## config.mk

```make
export PLATFORM = sky130hd
export DESIGN_NAME = mem_stage_flat
export DESIGN_NICKNAME = d
export VERILOG_FILES = /design/src/rtl/mips_pkg.sv /design/src/rtl/mem_stage_if.sv /design/src/rtl/data_mem_array.sv /design/src/rtl/mem_stage.sv /design/src/flat_wrapper.sv
export SDC_FILE = /design/constraint.sdc
export NUM_CORES = 2
export LEC_CHECK = 0
export BUFFER_PORTS_ARGS = -buffer_cell sky130_fd_sc_hd__buf_2
export CORE_UTILIZATION = 55
export CTS_BUF_LIST = sky130_fd_sc_hd__clkbuf_16
export DETAILED_ROUTE_END_ITERATION = 7
export PLACE_DENSITY = 0.73
export SYNTH_ARGS = -nofsm -noshare
export SYNTH_HDL_FRONTEND = slang
export SYNTH_SLANG_ARGS = --single-unit
```

## constraint.sdc

```tcl
create_clock -name clk -period 3.9 [get_ports clk]
set_input_delay 0.39 -clock clk [delete_from_list [all_inputs] [get_ports clk]]
set_output_delay 0.39 -clock clk [all_outputs]
set_load 0.05 [all_outputs]
```

## src/rtl/mips_pkg.sv

```systemverilog
// Shared definitions for the 8-bit pipeline: datapath widths and the
// memory-stage state encoding.
package mips_pkg;

    localparam int DATA_W              = 8;
    localparam int ADDR_W              = 8;
    localparam int MEM_DEPTH           = 1 << ADDR_W;
    localparam int CNT_W               = 4;
    localparam int DEFAULT_WAIT_STATES = 2;

    typedef enum logic [1:0] {
        IDLE = 2'd0,
        BUSY = 2'd1,
        DONE = 2'd2
    } mem_state_t;

endpackage

```

## src/rtl/mem_stage_if.sv

```systemverilog
// EX/MEM-to-memory-stage bundle: request side from the pipeline register,
// load result and stall back towards the pipeline.
interface mem_stage_if;
    import mips_pkg::*;

    logic [ADDR_W-1:0] EX_MEM_alu_out;
    logic [DATA_W-1:0] EX_MEM_write_data;
    logic              EX_MEM_mem_read;
    logic              EX_MEM_mem_write;
    logic [DATA_W-1:0] mem_out_data;
    logic              mem_stall;

    modport master (
        output EX_MEM_alu_out, EX_MEM_write_data, EX_MEM_mem_read, EX_MEM_mem_write,
        input  mem_out_data, mem_stall
    );

    modport slave (
        input  EX_MEM_alu_out, EX_MEM_write_data, EX_MEM_mem_read, EX_MEM_mem_write,
        output mem_out_data, mem_stall
    );
endinterface

```

## src/rtl/data_mem_array.sv

```systemverilog
// 256x8 data memory: synchronous write, asynchronous read, contents are
// deliberately not reset so they survive a pipeline reset.
module data_mem_array
    import mips_pkg::*;
(
    input  logic              clk,
    input  logic              we,
    input  logic [ADDR_W-1:0] addr,
    input  logic [DATA_W-1:0] wdata,
    output logic [DATA_W-1:0] rdata
);

    logic [DATA_W-1:0] mem [MEM_DEPTH];

    always_ff @(posedge clk) begin
        if (we) begin
            mem[addr] <= wdata;
        end
    end

    assign rdata = mem[addr];

endmodule

```

## src/rtl/mem_stage.sv

```systemverilog
// Memory-access stage: accepts one load/store at a time, holds the pipeline
// for WAIT_STATES+2 cycles, then releases it for one DONE cycle.
module mem_stage
    import mips_pkg::*;
#(
    parameter int WAIT_STATES = DEFAULT_WAIT_STATES
) (
    input  logic     clk,
    input  logic     reset,
    mem_stage_if.slave bus
);

    mem_state_t        state_reg;
    logic [CNT_W-1:0]  cnt_reg;
    logic [ADDR_W-1:0] addr_reg;
    logic [DATA_W-1:0] data_reg;
    logic              is_write_reg;
    logic [DATA_W-1:0] out_reg;
    logic [DATA_W-1:0] rdata;
    logic              req;
    logic              access;

    assign req    = bus.EX_MEM_mem_read | bus.EX_MEM_mem_write;
    assign access = (state_reg == BUSY) && (cnt_reg == '0);

    data_mem_array u_mem (
        .clk   (clk),
        .we    (access && is_write_reg),
        .addr  (addr_reg),
        .wdata (data_reg),
        .rdata (rdata)
    );

    always_ff @(posedge clk or negedge reset) begin
        if (!reset) begin
            state_reg    <= IDLE;
            cnt_reg      <= '0;
            addr_reg     <= '0;
            data_reg     <= '0;
            is_write_reg <= 1'b0;
            out_reg      <= '0;
        end else begin
            case (state_reg)
                IDLE: begin
                    if (req) begin
                        addr_reg     <= bus.EX_MEM_alu_out;
                        data_reg     <= bus.EX_MEM_write_data;
                        // Read+write together is a store.
                        is_write_reg <= bus.EX_MEM_mem_write;
                        cnt_reg      <= CNT_W'(WAIT_STATES);
                        state_reg    <= BUSY;
                    end
                end
                BUSY: begin
                    if (cnt_reg != '0) begin
                        cnt_reg <= cnt_reg - 1'b1;
                    end else begin
                        if (!is_write_reg) begin
                            out_reg <= rdata;
                        end
                        state_reg <= DONE;
                    end
                end
                DONE:    state_reg <= IDLE;
                default: state_reg <= IDLE;
            endcase
        end
    end

    // Gated by reset so the stall drops at once even while req is still held.
    assign bus.mem_stall    = reset & (((state_reg == IDLE) & req) | (state_reg == BUSY));
    assign bus.mem_out_data = out_reg;

endmodule

```

## src/flat_wrapper.sv

```systemverilog
// flat-port wrapper written by rule: the top's interface ports become plain ports
module mem_stage_flat import mips_pkg::*;
#(
    parameter int WAIT_STATES = DEFAULT_WAIT_STATES
)
  (clk, reset, bus_EX_MEM_alu_out, bus_EX_MEM_write_data, bus_EX_MEM_mem_read, bus_EX_MEM_mem_write, bus_mem_out_data, bus_mem_stall);
  mem_stage_if bus_i ();
  input  logic clk;
  input  logic reset;
  input wire logic [$bits(bus_i.EX_MEM_alu_out)-1:0] bus_EX_MEM_alu_out;
  input wire logic [$bits(bus_i.EX_MEM_write_data)-1:0] bus_EX_MEM_write_data;
  input wire logic [$bits(bus_i.EX_MEM_mem_read)-1:0] bus_EX_MEM_mem_read;
  input wire logic [$bits(bus_i.EX_MEM_mem_write)-1:0] bus_EX_MEM_mem_write;
  output wire logic [$bits(bus_i.mem_out_data)-1:0] bus_mem_out_data;
  output wire logic [$bits(bus_i.mem_stall)-1:0] bus_mem_stall;
  assign bus_i.EX_MEM_alu_out = bus_EX_MEM_alu_out;
  assign bus_i.EX_MEM_write_data = bus_EX_MEM_write_data;
  assign bus_i.EX_MEM_mem_read = bus_EX_MEM_mem_read;
  assign bus_i.EX_MEM_mem_write = bus_EX_MEM_mem_write;
  assign bus_mem_out_data = bus_i.mem_out_data;
  assign bus_mem_stall = bus_i.mem_stall;
  mem_stage #(.WAIT_STATES(WAIT_STATES)) u_core (.clk(clk), .reset(reset), .bus(bus_i));
endmodule
```

==> results.yml <==
run_status:
  status: "complete, no violations"
setup_path:
  path_delay_family: "simple AND/OR/NAND/NOR gates"
  ff2ff_path_depth: 7
  arrival_ns: 4.35
  cp.depth: 7
  crit_path_cell_trace: "buf_12, nand2_1, nor2_1, nand2_1, buf_4, nor2_1, buf_4"
  slowest_delay_ns: 0.80
  slowest_stage: "dfrtp_4"
  worst_ep_required_time_ns: 4.43
  crit_path_end_kind: "flip-flop"
  cp_max_fo: 34
  worstSetupPathType: "reg2reg"
  startpoint_type: "flip-flop"
  critPathBufInv: 3
logic_synthesis:
  ys_ff_latch: 2079
  syn_area_per_cell_um2: 21.2
  syn_inst: 3814
  synth_enable_flop_cells: 2048
  netlist_area_mm2: 0.0808
  seq_area_frac_synth_pct: 77.1
  synth-async-reset-ratio_pct: 1.49
  syn_nets: 3836
  synthFlopType: "edfxtp_1"
  yosysWarnings: 0
  synth_cell_types: 67
clocking:
  clk_latency_ns: 0.84
  root_buffer: "clkbuf_16"
  h-tree-depth: 4
  cts_buffer_depth: 3
  cts_tree: "yes"
  cts_made_buffers: 195
  cts_post_setup_buffers_inserted: 0
  path_clk_slew_ns: 0.06
  cts_resized: 0
  clock_sinks: 2079
  holdBufCountCts: 18
die:
  fp-row-count: 140
  ios: 29
  core_area_mm2: 0.146
  die_w_um: 385
  die-area_mm2: 0.148
  fp.dieH_um: 385
  start_util_pct: 55.4
finish:
  syn2layout_area_growth_pct: 13.3
  largest_reg_flops: 2048
  final_layout_size_suffix_gt1_share_pct: 27.1
  seqCellArea_mm2: 0.0623
  top_register: "u_core.u_mem.mem"
  final_nets: 4256
  antenna_cells: 0
  multi_input_area_mm2: 0.0170
  n_fill_cell: 9559
detailed_routing:
  highest_layer: "met5"
  dr.pass1.iters: 7
  vias: 41800
  drc: 0
  ant_nets: 0
  met1_length_um: 78000
  via_per_inst: 6.62
  wl_per_cell_um: 32.1
  routed_wl_um: 203000
  met3_length_um: 22800
  drt-initial-drc-count: 6421
  wl_met2_um: 94000
sta:
  fin_crit_ns: 3.83
  setup_tns_ns: 0
  fmax_mhz: 261
  max_slew_margin_pct: 12.7
  fin_crit_sh_pct: 98.2
  tightest_slew_ns: 1.31
  setup_violations: 0
  rsz0062_at_grt: "false"
  fin_skew_ns: 0.0360
  hold_violations: 0
  slew_violations: 0
power_and_ir_drop:
  peakVddDrop_mv: 0.637
  power.density_mw_per_mm2: 734
  total_power_mw: 67.2
  leakage_nw: 29.5
worst_hold_path:
  hold_class: "in2reg"
  min_path_cells: 3
global_route:
  grt_first_pass_wirelength_um: 290000
  antenna_found_initial: 6
  gr-total-overflow: 0
  grt_pass1_vias: 40500
  grt.total_usage_pct: 27.6
  grt_max_degree: 109
placement:
  place.gp.congestion: 0.923
  place_hpwl_um: 129000
  numPortBuffers: 28
run:
  drv_cap: 0
[through the flow]
stage / cell area, µm² / instances / util, % / hold slack (ns) / setup WS [ns]
CTS: 91600 / 6316 / 62.8 / 0.0129 / 0.161
finish: 91600 / 6316 / 62.8 / 0.0638 / 0.0705
global route: 91600 / 6316 / 62.8 / 0.0597 / 0.00918
detailed placement: 85300 / 5936 / 58.6 / 0.493 / 0.197
global placement: 85300 / 5935 / 58.5 / 0.494 / 0.193
floorplan: 80800 / 3814 / - / 0.0944 / 1.21
[cell families (layout without fill, tap and decap cells)]
logic type	after synthesis	count (layout)	share of synthesized area (%)
AO/OA/AOI/OAI	351	351	3.06
XOR/XNOR	2	2	0.0217
adder cells (fa/ha/maj)	2	2	0.0310
buffers and inverters	224	809	1.87
flip-flops	2079	2079	77.1
multiplexers	626	626	15.2
AND/OR/NAND/NOR	530	530	2.71
[placed cells by master (no fill, tap or decap), types with 15 or more instances in the layout]
cell type	n
edfxtp_1	2048
mux4_2	429
buf_4	361
nor2_1	310
clkbuf_16	196
nand2_1	140
mux2i_1	116
o22ai_1	97
a22oi_1	63
clkinv_1	55
a21oi_1	45
inv_1	43
mux2_2	43
mux4_1	38
clkinv_2	37
buf_12	34
buf_2	28
dfrtp_1	19
dlygate4sd3_1	18
o21ai_0	15
[power breakdown]
part / internal (mW) / switching, mW
clock network: 9.76 / 8.17
logic: 7.35 / 12.4
registers: 28.1 / 1.55
total: 45.2 / 22.1
[final timing paths]
| kind | startpoint | end | slack [ns] |
|---|---|---|---|
| worst min register to register | u_core.cnt_reg[0] | u_core.cnt_reg[0] | 0.50 |
| worst min-delay path | bus_EX_MEM_mem_read | u_core.state_reg[0] | 0.06 |
| worst max register to register | u_core.addr_reg[0] | u_core.u_mem.mem[29][1] | 0.07 |
| worst max-delay path | u_core.addr_reg[0] | u_core.u_mem.mem[29][1] | 0.07 |
| min in group asynchronous | reset | u_core.state_reg[1] | 0.29 |
| max in group asynchronous | reset | u_core.addr_reg[1] | 3.09 |
[synthesized netlist by cell type (4+ instances only)]
library cell  instances  area (µm²)
a21o_1               11        82.6
nand2b_1              4        25.0
nor2b_1               8        50.1
edfxtp_1           2048       61500
mux2i_1             116        1160
nor3_1                5        25.0
a32oi_1              14         123
a21oi_1              45         225
a31oi_1              14        87.6
nand4_1               7        43.8
o21ai_0              15        75.1
a22o_1               14         123
a211oi_1              5        37.5
buf_6                40         450
buf_4                43         323
nor2_1              314        1180
nor4_1                5        31.3
or3_1                 7        43.8
a32o_1               10         100
o211ai_1             11        82.6
mux4_2              429        9660
or4_1                 5        37.5
a221oi_1              6        52.6
o221ai_1              9        78.8
o2111ai_1             8        70.1
a22oi_1              63         473
or2_2                 4        25.0
mux2_2               43         484
dfrtp_1              31         776
o32ai_1               5        43.8
buf_12                5         100
o22ai_1              97         607
buf_2                60         300
clkbuf_1             57         214
nand3_1               8        40.0
nand2_1             140         526
buf_1                 7        26.3
and2_1                6        37.5
mux4_1               38         998
and3_1                5        31.3
o21bai_1              5        37.5
or2b_1                4        30.0
[worst min-delay path, cell delays in order]
cell and delay (ns):
buf_2 0.12, nor3_1 0.20, a211oi_1 0.12
[final cells by class]
cell class,count,area share [%]
flip-flops and latches,2079,68.1
multi-input cells,1511,18.6
clock buffers,196,5.36
repair buffers,442,4.08
well taps,1917,2.62
clock inverters,166,1.24
inverters,5,0.0205
[layer usage]
layer / vias up / global-route usage [%]
met3: 408 / 5.97
li1: 16700 / -
met1: 21900 / 39.9
met2: 2773 / 41.8
met5: - / 0
met4: 4 / 10.2
Power figures use the tool's default switching activity.
